`src/rtl/axi_rd_arbiter.sv`:
```
// axi_rd_arbiter: shares one AXI read master port between instruction fetch (0) and data load (1).
// Optional macro RD_ARB_RR_EN selects round-robin tie-breaking; without it requester 1 wins ties.
`timescale 1ns/1ps

`ifndef AXI_ID_BITS
`define AXI_ID_BITS 4
`endif
`ifndef AXI_ADDR_BITS
`define AXI_ADDR_BITS 32
`endif
`ifndef AXI_DATA_BITS
`define AXI_DATA_BITS 32
`endif
`ifndef AXI_LEN_BITS
`define AXI_LEN_BITS 4
`endif
`ifndef AXI_SIZE_BITS
`define AXI_SIZE_BITS 3
`endif

module axi_rd_arbiter (
  input  logic                        clk,
  input  logic                        rstn,
  input  logic                        req0,
  input  logic                        req1,
  input  logic [`AXI_ADDR_BITS-1:0]   addr0,
  input  logic [`AXI_ADDR_BITS-1:0]   addr1,
  input  logic [`AXI_LEN_BITS-1:0]    len0,
  input  logic [`AXI_LEN_BITS-1:0]    len1,
  output logic                        gnt0,
  output logic                        gnt1,
  output logic                        rvalid0,
  output logic                        rvalid1,
  output logic                        rlast_o,
  output logic [`AXI_DATA_BITS-1:0]   rdata_o,
  output logic [1:0]                  rresp_o,
  output logic                        stall0,
  output logic                        stall1,
  output logic                        len_err,
  output logic [`AXI_ID_BITS-1:0]     ARID_M,
  output logic [`AXI_ADDR_BITS-1:0]   ARADDR_M,
  output logic [`AXI_LEN_BITS-1:0]    ARLEN_M,
  output logic [`AXI_SIZE_BITS-1:0]   ARSIZE_M,
  output logic [1:0]                  ARBURST_M,
  output logic                        ARVALID_M,
  input  logic                        ARREADY_M,
  input  logic [`AXI_ID_BITS-1:0]     RID_M,
  input  logic [`AXI_DATA_BITS-1:0]   RDATA_M,
  input  logic [1:0]                  RRESP_M,
  input  logic                        RLAST_M,
  input  logic                        RVALID_M,
  output logic                        RREADY_M
);

  typedef enum logic [1:0] {IDLE, ADDR, DATA} arbState_t;

  localparam logic [`AXI_LEN_BITS-1:0] LEN_MAX = '1;

  arbState_t                  r_state;
  arbState_t                  w_nextState;
  logic [`AXI_ADDR_BITS-1:0]  r_addr;
  logic [`AXI_LEN_BITS-1:0]   r_len;
  logic [`AXI_LEN_BITS-1:0]   r_cnt;
  logic                       r_gntIdx;
  logic                       w_anyReq;
  logic                       w_winner;
  logic                       w_beat;
  logic                       w_unusedRid;

  assign w_anyReq = req0 | req1;

`ifdef RD_ARB_RR_EN
  logic r_lastGnt;

  // Pointer remembers the last winner so a tie goes to the other requester.
  always_ff @(posedge clk) begin
    if (!rstn) begin
      r_lastGnt <= 1'b1;
    end else if (r_state == IDLE && w_anyReq) begin
      r_lastGnt <= w_winner;
    end
  end

  always_comb begin
    w_winner = 1'b0;
    if (req0 && req1) begin
      w_winner = ~r_lastGnt;
    end else if (req1) begin
      w_winner = 1'b1;
    end
  end
`else
  assign w_winner = req1;
`endif

  always_ff @(posedge clk) begin
    if (!rstn) begin
      r_state <= IDLE;
    end else begin
      r_state <= w_nextState;
    end
  end

  always_comb begin
    w_nextState = r_state;
    ARVALID_M   = 1'b0;
    RREADY_M    = 1'b0;
    w_beat      = 1'b0;
    unique case (r_state)
      IDLE: begin
        if (w_anyReq) begin
          w_nextState = ADDR;
        end
      end
      ADDR: begin
        ARVALID_M = 1'b1;
        if (ARREADY_M) begin
          w_nextState = DATA;
        end
      end
      DATA: begin
        RREADY_M = 1'b1;
        w_beat   = RVALID_M;
        if (RVALID_M && RLAST_M) begin
          w_nextState = IDLE;
        end
      end
      default: w_nextState = IDLE;
    endcase
  end

  // Burst parameters are captured at grant so requesters may change their inputs afterwards.
  always_ff @(posedge clk) begin
    if (!rstn) begin
      r_addr   <= '0;
      r_len    <= '0;
      r_gntIdx <= 1'b0;
      r_cnt    <= '0;
    end else if (r_state == IDLE && w_anyReq) begin
      r_gntIdx <= w_winner;
      r_addr   <= w_winner ? addr1 : addr0;
      r_len    <= w_winner ? len1 : len0;
      r_cnt    <= '0;
    end else if (w_beat) begin
      if (!RLAST_M && r_cnt == r_len) begin
        r_cnt <= LEN_MAX;
      end else if (r_cnt != LEN_MAX) begin
        r_cnt <= r_cnt + `AXI_LEN_BITS'(1);
      end
    end
  end

  assign gnt0 = (r_state != IDLE) && !r_gntIdx;
  assign gnt1 = (r_state != IDLE) &&  r_gntIdx;

  assign rvalid0 = w_beat && !r_gntIdx;
  assign rvalid1 = w_beat &&  r_gntIdx;
  assign rlast_o = w_beat && RLAST_M;
  assign rdata_o = w_beat ? RDATA_M : '0;
  assign rresp_o = w_beat ? RRESP_M : 2'b00;

  assign stall0 = req0 && !(rvalid0 && rlast_o);
  assign stall1 = req1 && !(rvalid1 && rlast_o);

  // Mismatch is either an early RLAST or a missing RLAST on the expected final beat.
  assign len_err = w_beat && (RLAST_M ? (r_cnt != r_len) : (r_cnt == r_len));

  assign ARID_M    = {{(`AXI_ID_BITS-1){1'b0}}, r_gntIdx};
  assign ARADDR_M  = r_addr;
  assign ARLEN_M   = r_len;
  assign ARSIZE_M  = `AXI_SIZE_BITS'(3'b010);
  assign ARBURST_M = 2'b01;

  assign w_unusedRid = ^RID_M;

endmodule
```
`config.mk`:
```
export PLATFORM = sky130hd
export DESIGN_NAME = axi_rd_arbiter
export DESIGN_NICKNAME = d
export VERILOG_FILES = /design/src/rtl/axi_rd_arbiter.sv
export SDC_FILE = /design/constraint.sdc
export NUM_CORES = 1
export LEC_CHECK = 0
export BUFFER_PORTS_ARGS = -buffer_cell sky130_fd_sc_hd__buf_2
export CORE_MARGIN = 2
export CORE_UTILIZATION = 30
export CTS_CLUSTER_SIZE = 30
export DETAILED_ROUTE_END_ITERATION = 7
export HOLD_SLACK_MARGIN = 0.15
export REMOVE_ABC_BUFFERS = 1
export SLEW_MARGIN = 25
export SYNTH_ARGS = -nofsm -noshare
export SYNTH_HDL_FRONTEND = slang
export SYNTH_SLANG_ARGS = --single-unit
export TNS_END_PERCENT = 10
```
`constraint.sdc`:
```
create_clock -name clk -period 2 [get_ports clk]
set_clock_uncertainty 0.1 [all_clocks]
set_input_delay 0.2 -clock clk [delete_from_list [all_inputs] [get_ports clk]]
set_output_delay 0.2 -clock clk [all_outputs]
set_load 0.02 [all_outputs]
```
# --- After elaboration in Yosys (flattened, before gate mapping) ---
# Cells that the tools add are included.
totals:
  ff_bits: 43
  inputBits: 117
  output_inout_bits: 89
  word_cells: 53
op_classes:
  addsub: 1
  n_eq_ne: 8
  mux: 14
  n_bitwise: 2
  reduce_logical: 23
op_table:
  columns: ["cell", "count"]
  rows:
  - ["two-way mux 32 bit", 2]
  - ["logical AND 1 bit", 13]
  - ["two-way mux 4 bit", 3]
  - ["two-way mux 2 bit", 4]
  - ["!= test 2 bit (second input constant)", 3]
  - ["case mux 2 bit (3 select lines)", 1]
  - ["adder 4 x 1 -> 4 bit (second input constant)", 1]
  - ["equality test 4 bit", 1]
  - ["logical NOT 1 bit", 4]
  - ["two-way mux 1 bit", 4]
  - ["!= test 4 bit", 1]
  - ["!= test 4 bit (second input constant)", 1]
  - ["nonzero test 2 bit", 2]
  - ["AND reduction 3 bit", 1]
  - ["equality test 2 x 1 -> 1 bit (second input constant)", 1]
  - ["equality test 2 bit (second input constant)", 1]
  - ["logical NOT 2 bit", 1]
  - ["AND reduction 2 bit", 1]
  - ["OR reduction 2 bit", 1]
  - ["NOT 1 bit", 1]
  - ["OR 1 bit", 1]

# --- Logic depth before layout (Yosys ltp) ---
depth:
  ltp_word: 6
  ltp_mapped: 6
  ltp_nobuf: 6

# --- Worst setup path after synthesis ---
# Ideal clock, no wire load.
synth_timing:
  kind: "register to register"
  from: "reg r_len[1], in the netlist ARLEN_M[1]"
  to: "reg r_cnt[2]"
  setup_time_ns: 0.133
  t_arrival_ns: 1.612
  t_required_ns: 1.767
  slack_ns: 0.154
  path_stages_with_launch: 7
  path_buffers: 0
  period_less_slack_ns: 1.846
  path_cell_list: "dfxtp_1 -> xor2_1 -> nor4_1 -> ha_1 -> and4b_1 -> nor3_1 -> a311oi_1"
synth_via:
  elab_chain_cells: 4
  elab_cells_between_ends: 5
  classes_between: "eq/ne: 1; mux: 1; reduce/logical: 3"
synth_rtl:
  columns: ["element", "line_no", "source"]
  rows:
  - ["from (decl)", "62", "logic [`AXI_LEN_BITS-1:0] r_len;"]
  - ["from (signal assigned)", "142", "r_len <= w_winner ? len1 : len0;"]
  - ["equality test 4 bit (*)", "145", "if (!RLAST_M && r_cnt == r_len) begin"]
  - ["logical AND 1 bit (*)", "145", null]
  - ["nonzero test 2 bit (no source line)", null, null]
  - ["AND reduction 2 bit (no source line)", null, null]
  - ["to (signal assigned)", "148", "r_cnt <= r_cnt + `AXI_LEN_BITS'(1);"]
  - ["to (decl)", "63", "logic [`AXI_LEN_BITS-1:0] r_cnt;"]
# Mark *: on every way between the ends. The rest lies on a longest branch, timed or not.
# A chain may end at the register's enable or synchronous reset.

# --- Worst setup path in the final report ---
layout_timing:
  from: "reg r_cnt[2]"
  to: "out len_err"
layout_via:
  elab_chain_cells: 3
  elab_cells_between_ends: 4
  classes_between: "eq/ne: 2; mux: 1; reduce/logical: 1"
layout_rtl:
  columns: ["element", "line_no", "source"]
  rows:
  - ["equality test 4 bit / != test 4 bit (equally long branches)", "166", "assign len_err = w_beat && (RLAST_M ? (r_cnt != r_len) : (r_cnt == r_len));"]
  - ["two-way mux 1 bit (*)", "166", null]
  - ["logical AND 1 bit (*)", "166", null]
  - ["to (decl)", "39", "output logic len_err,"]
# Marks and branches as above.

==> reports/results.tsv <==
stage	metric	value	unit
run_status	status	complete, but fails checks	
run_status	violated checks	negative setup slack	
timing	Peak Freq	0.4931	GHz
timing	Final Critical Period	2.028	ns
logic_synthesis	FF+latch count, synth	43	
die	Die Footprint	9384	µm²
finish	fin util	45.23	%
setup_path	worst flop-to-flop path endpoint	r_cnt[0]	
die	Initial Utilization	31.18	%
drt	initial DRC count	63	
timing	final worst path period share	101.4	%
cts	Worst-path clk slew	0.09	ns
setup_path	reg-to-reg startpoint	r_cnt[2]	
worst_hold_path	Hold Path Origin	addr1[21]	
logic_synthesis	Seq/Total Area, Yosys	33.27	%
logic_synthesis	Unique masters post-synth	41	
setup_path	critical path class	register to output port	
drt	DRC violations left	0	
placed_design	Buffers on Ports	193	
worst_hold_path	hold depth	4	
logic_synthesis	Yosys Warn Count	0	
cts	total CTS buffers	5	
timing	final number of hold-violating endpoints	0	
worst_hold_path	Hold Crit Endpoint	ARADDR_M[21]	
placed_design	Place WS	-0.04914	ns
global_route	vias in the first global route	2648	
cts	CTS HTree Levels	2	
timing	Slew Limit Fails	0	
global_route	met3 usage	4.841	%
power_and_ir_drop	Max rail drop VDD	0.4435	mV
global_route	pin count of the biggest net entering global routing	39	
timing	setup ws final	-0.02815	ns
finish	most common cell after layout, fill and taps aside	buf_2	
logic_synthesis	Post-Syn Instances	272	
finish	share of layout cells above drive strength 1	48.80	%
die	CORE AREA	8299	µm²
global_route	GRT met1 Usage	18.95	%
timing	Worst Tran Pin Value	0.5139	ns
finish	nets@finish	578	
global_route	met2 GRT Util	30.77	%
cts	Sink Count	43	
die	I/O pin count	206	
setup_path	crit end category	output port	
timing	RSZ-0062 raised after global routing	true	
drt	Via Count	2748	
setup_path	Critical Path AT	1.73	ns
finish	Antenna diodes	0	
setup_path	CP max FO	2	
cts	CTS tree	built	
logic_synthesis	EDFF count, synth	0	
finish	fill count	855	
drt	final WL	8101	µm
global_route	first-pass GRT wire length	12930	µm
cts	clk root buf	clkbuf_8	
drt	number of vias per cell	4.872	
logic_synthesis	Syn Area/Cell	9.513	µm²
timing	Fin Setup TNS	-0.02815	ns
die	Die Y	96.87	µm
global_route	Most Crowded Layer GR	met2	
global_route	initial antenna violation count	0	
logic_synthesis	asr flop ratio synth	0	%
setup_path	worst reg-to-reg path cell count	6	
drt	Detail Route Antenna Nets	0	
finish	P&R area growth vs syn	45.07	%
setup_path	CP Data Required Time	1.70	ns
drt	WL/cell	14.36	µm
global_route	GRT Total Usage	16.63	%
cts	Clk Latency, worst-skew pair	0.29	ns
worst_hold_path	Worst Hold Class	input pin to register	
placed_design	RePlAce Congestion	0.7932	
logic_synthesis	Post-Synthesis Cell Area	2587	µm²
die	Site Rows	33	
global_route	Overflow after GRT	0	
run	Max Cap Viol	0	
setup_path	reg2reg setup slack	0.11	ns
logic_synthesis	Main synth FF type	dfxtp_1	
finish	highest-count cells in the layout ignoring fill and taps	buf_2, dfxtp_1, mux2i_1, nand3_1, o211a_1	
timing	Final setup viols	1	
placed_design	DP HPWL	6197	µm
cts	Max Buffers Root-to-Sink	2	
setup_path	kind of start point of the critical path	register	
timing	Slew HR	65.74	%
power_and_ir_drop	P per Cell Area	669.6	nW/µm²
power_and_ir_drop	Leakage	2.338	nW
drt	Initial DRT Pass Iterations	4	
die	Chip Width	96.87	µm
[area by class of cell]
type                    instances  area [µm²]  area share (%)
flip-flops and latches         43       864.6           23.03
clock buffers                   6       82.58           2.200
multi-input cells             201        1539           41.00
repair buffers                205        1090           29.03
well taps                     105       131.4           3.500
clock inverters                 2       38.79           1.033
inverters                       2       7.507          0.2000
[state kept, by name, indices dropped and copies added, names as in the netlist]
signal	count
ARADDR_M	32
ARLEN_M	4
r_cnt	4
r_state	2
r_gntIdx	1
[logic make-up (layout without fill, tap and decap cells)]
logic type	Yosys count	in the layout	synth area share [%]
flops	43	43	33.27
xor+xnor	4	4	1.354
simple gates	99	99	22.68
compound gates	51	51	17.75
buf+inv	34	215	9.284
mux	36	36	13.93
fa+ha+maj	3	3	1.451
other cells	2	8	0.2902
[worst max-delay path, cell delays in order (launching register included)]
cell and delay, ns:
dfxtp_4 0.36, xor2_2 0.18, nor4_4 0.35, ha_1 0.29, nor2_1 0.09, buf_4 0.15
[Yosys cell counts (2+ instances only)]
master	number	area share [%]
nor4_1	2	0.48
clkbuf_1	6	0.87
nand2_1	3	0.44
o21ai_1	3	0.58
buf_4	10	2.9
o211a_1	36	14
inv_1	2	0.29
mux2i_1	36	14
dfxtp_1	43	33
a21oi_1	5	0.97
a211oi_1	2	0.58
nand3_1	36	7.0
nor2b_1	2	0.48
ha_1	3	1.5
xor2_1	4	1.4
nor2_1	4	0.58
buf_8	3	1.7
buf_2	9	1.7
conb_1	2	0.29
and2_1	35	8.5
nor3_1	3	0.58
buf_6	4	1.7
[per-stage QoR]
step / hold WS [ns] / power, mW / area [µm²] / cells
6_report: 0.1651 / 2.513 / 3754 / 564
2_1_floorplan: 0.2282 / 1.443 / 2377 / 246
5_1_grt: 0.1591 / 2.652 / 3754 / 564
3_3_place_gp: 0.3747 / 1.774 / 3570 / 553
4_1_cts: 0.1597 / 2.533 / 3729 / 564
3_5_place_dp: 0.3813 / 1.783 / 3570 / 553
[report_power, final]
| part | internal, mW | switching [mW] | total [mW] |
|---|---|---|---|
| registers | 0.948 | 0.0590 | 1.01 |
| clock network | 0.411 | 0.320 | 0.732 |
| logic | 0.336 | 0.439 | 0.775 |
[metal layers]
layer,part of all wire [%],vias up
met5,0,-
met2,51,155
met4,0.83,0
met3,8.8,7
met1,40,1256
li1,-,1330
[worst max-delay path by stage]
stage / start / end / slack [ns] / cells after the start
floorplan: r_state[0] / gnt0 / -0.11 / 2
global placement: r_cnt[1] / r_cnt[2] / 0.04 / 6
detailed placement: r_cnt[1] / r_cnt[2] / -0.05 / 6
CTS: r_cnt[2] / len_err / 0.008 / 5
global route: r_cnt[2] / len_err / -0.08 / 5
finish: r_cnt[2] / len_err / -0.03 / 5
[repair_timing]
action	CTS	global route
setup buffers	2	0
pin swaps	3	0
resized for setup	4	4
hold buffers	1	0
endpoints found under the setup margin	4	34
hold endpoints to repair	2	0
Power figures use the tool's default switching activity.
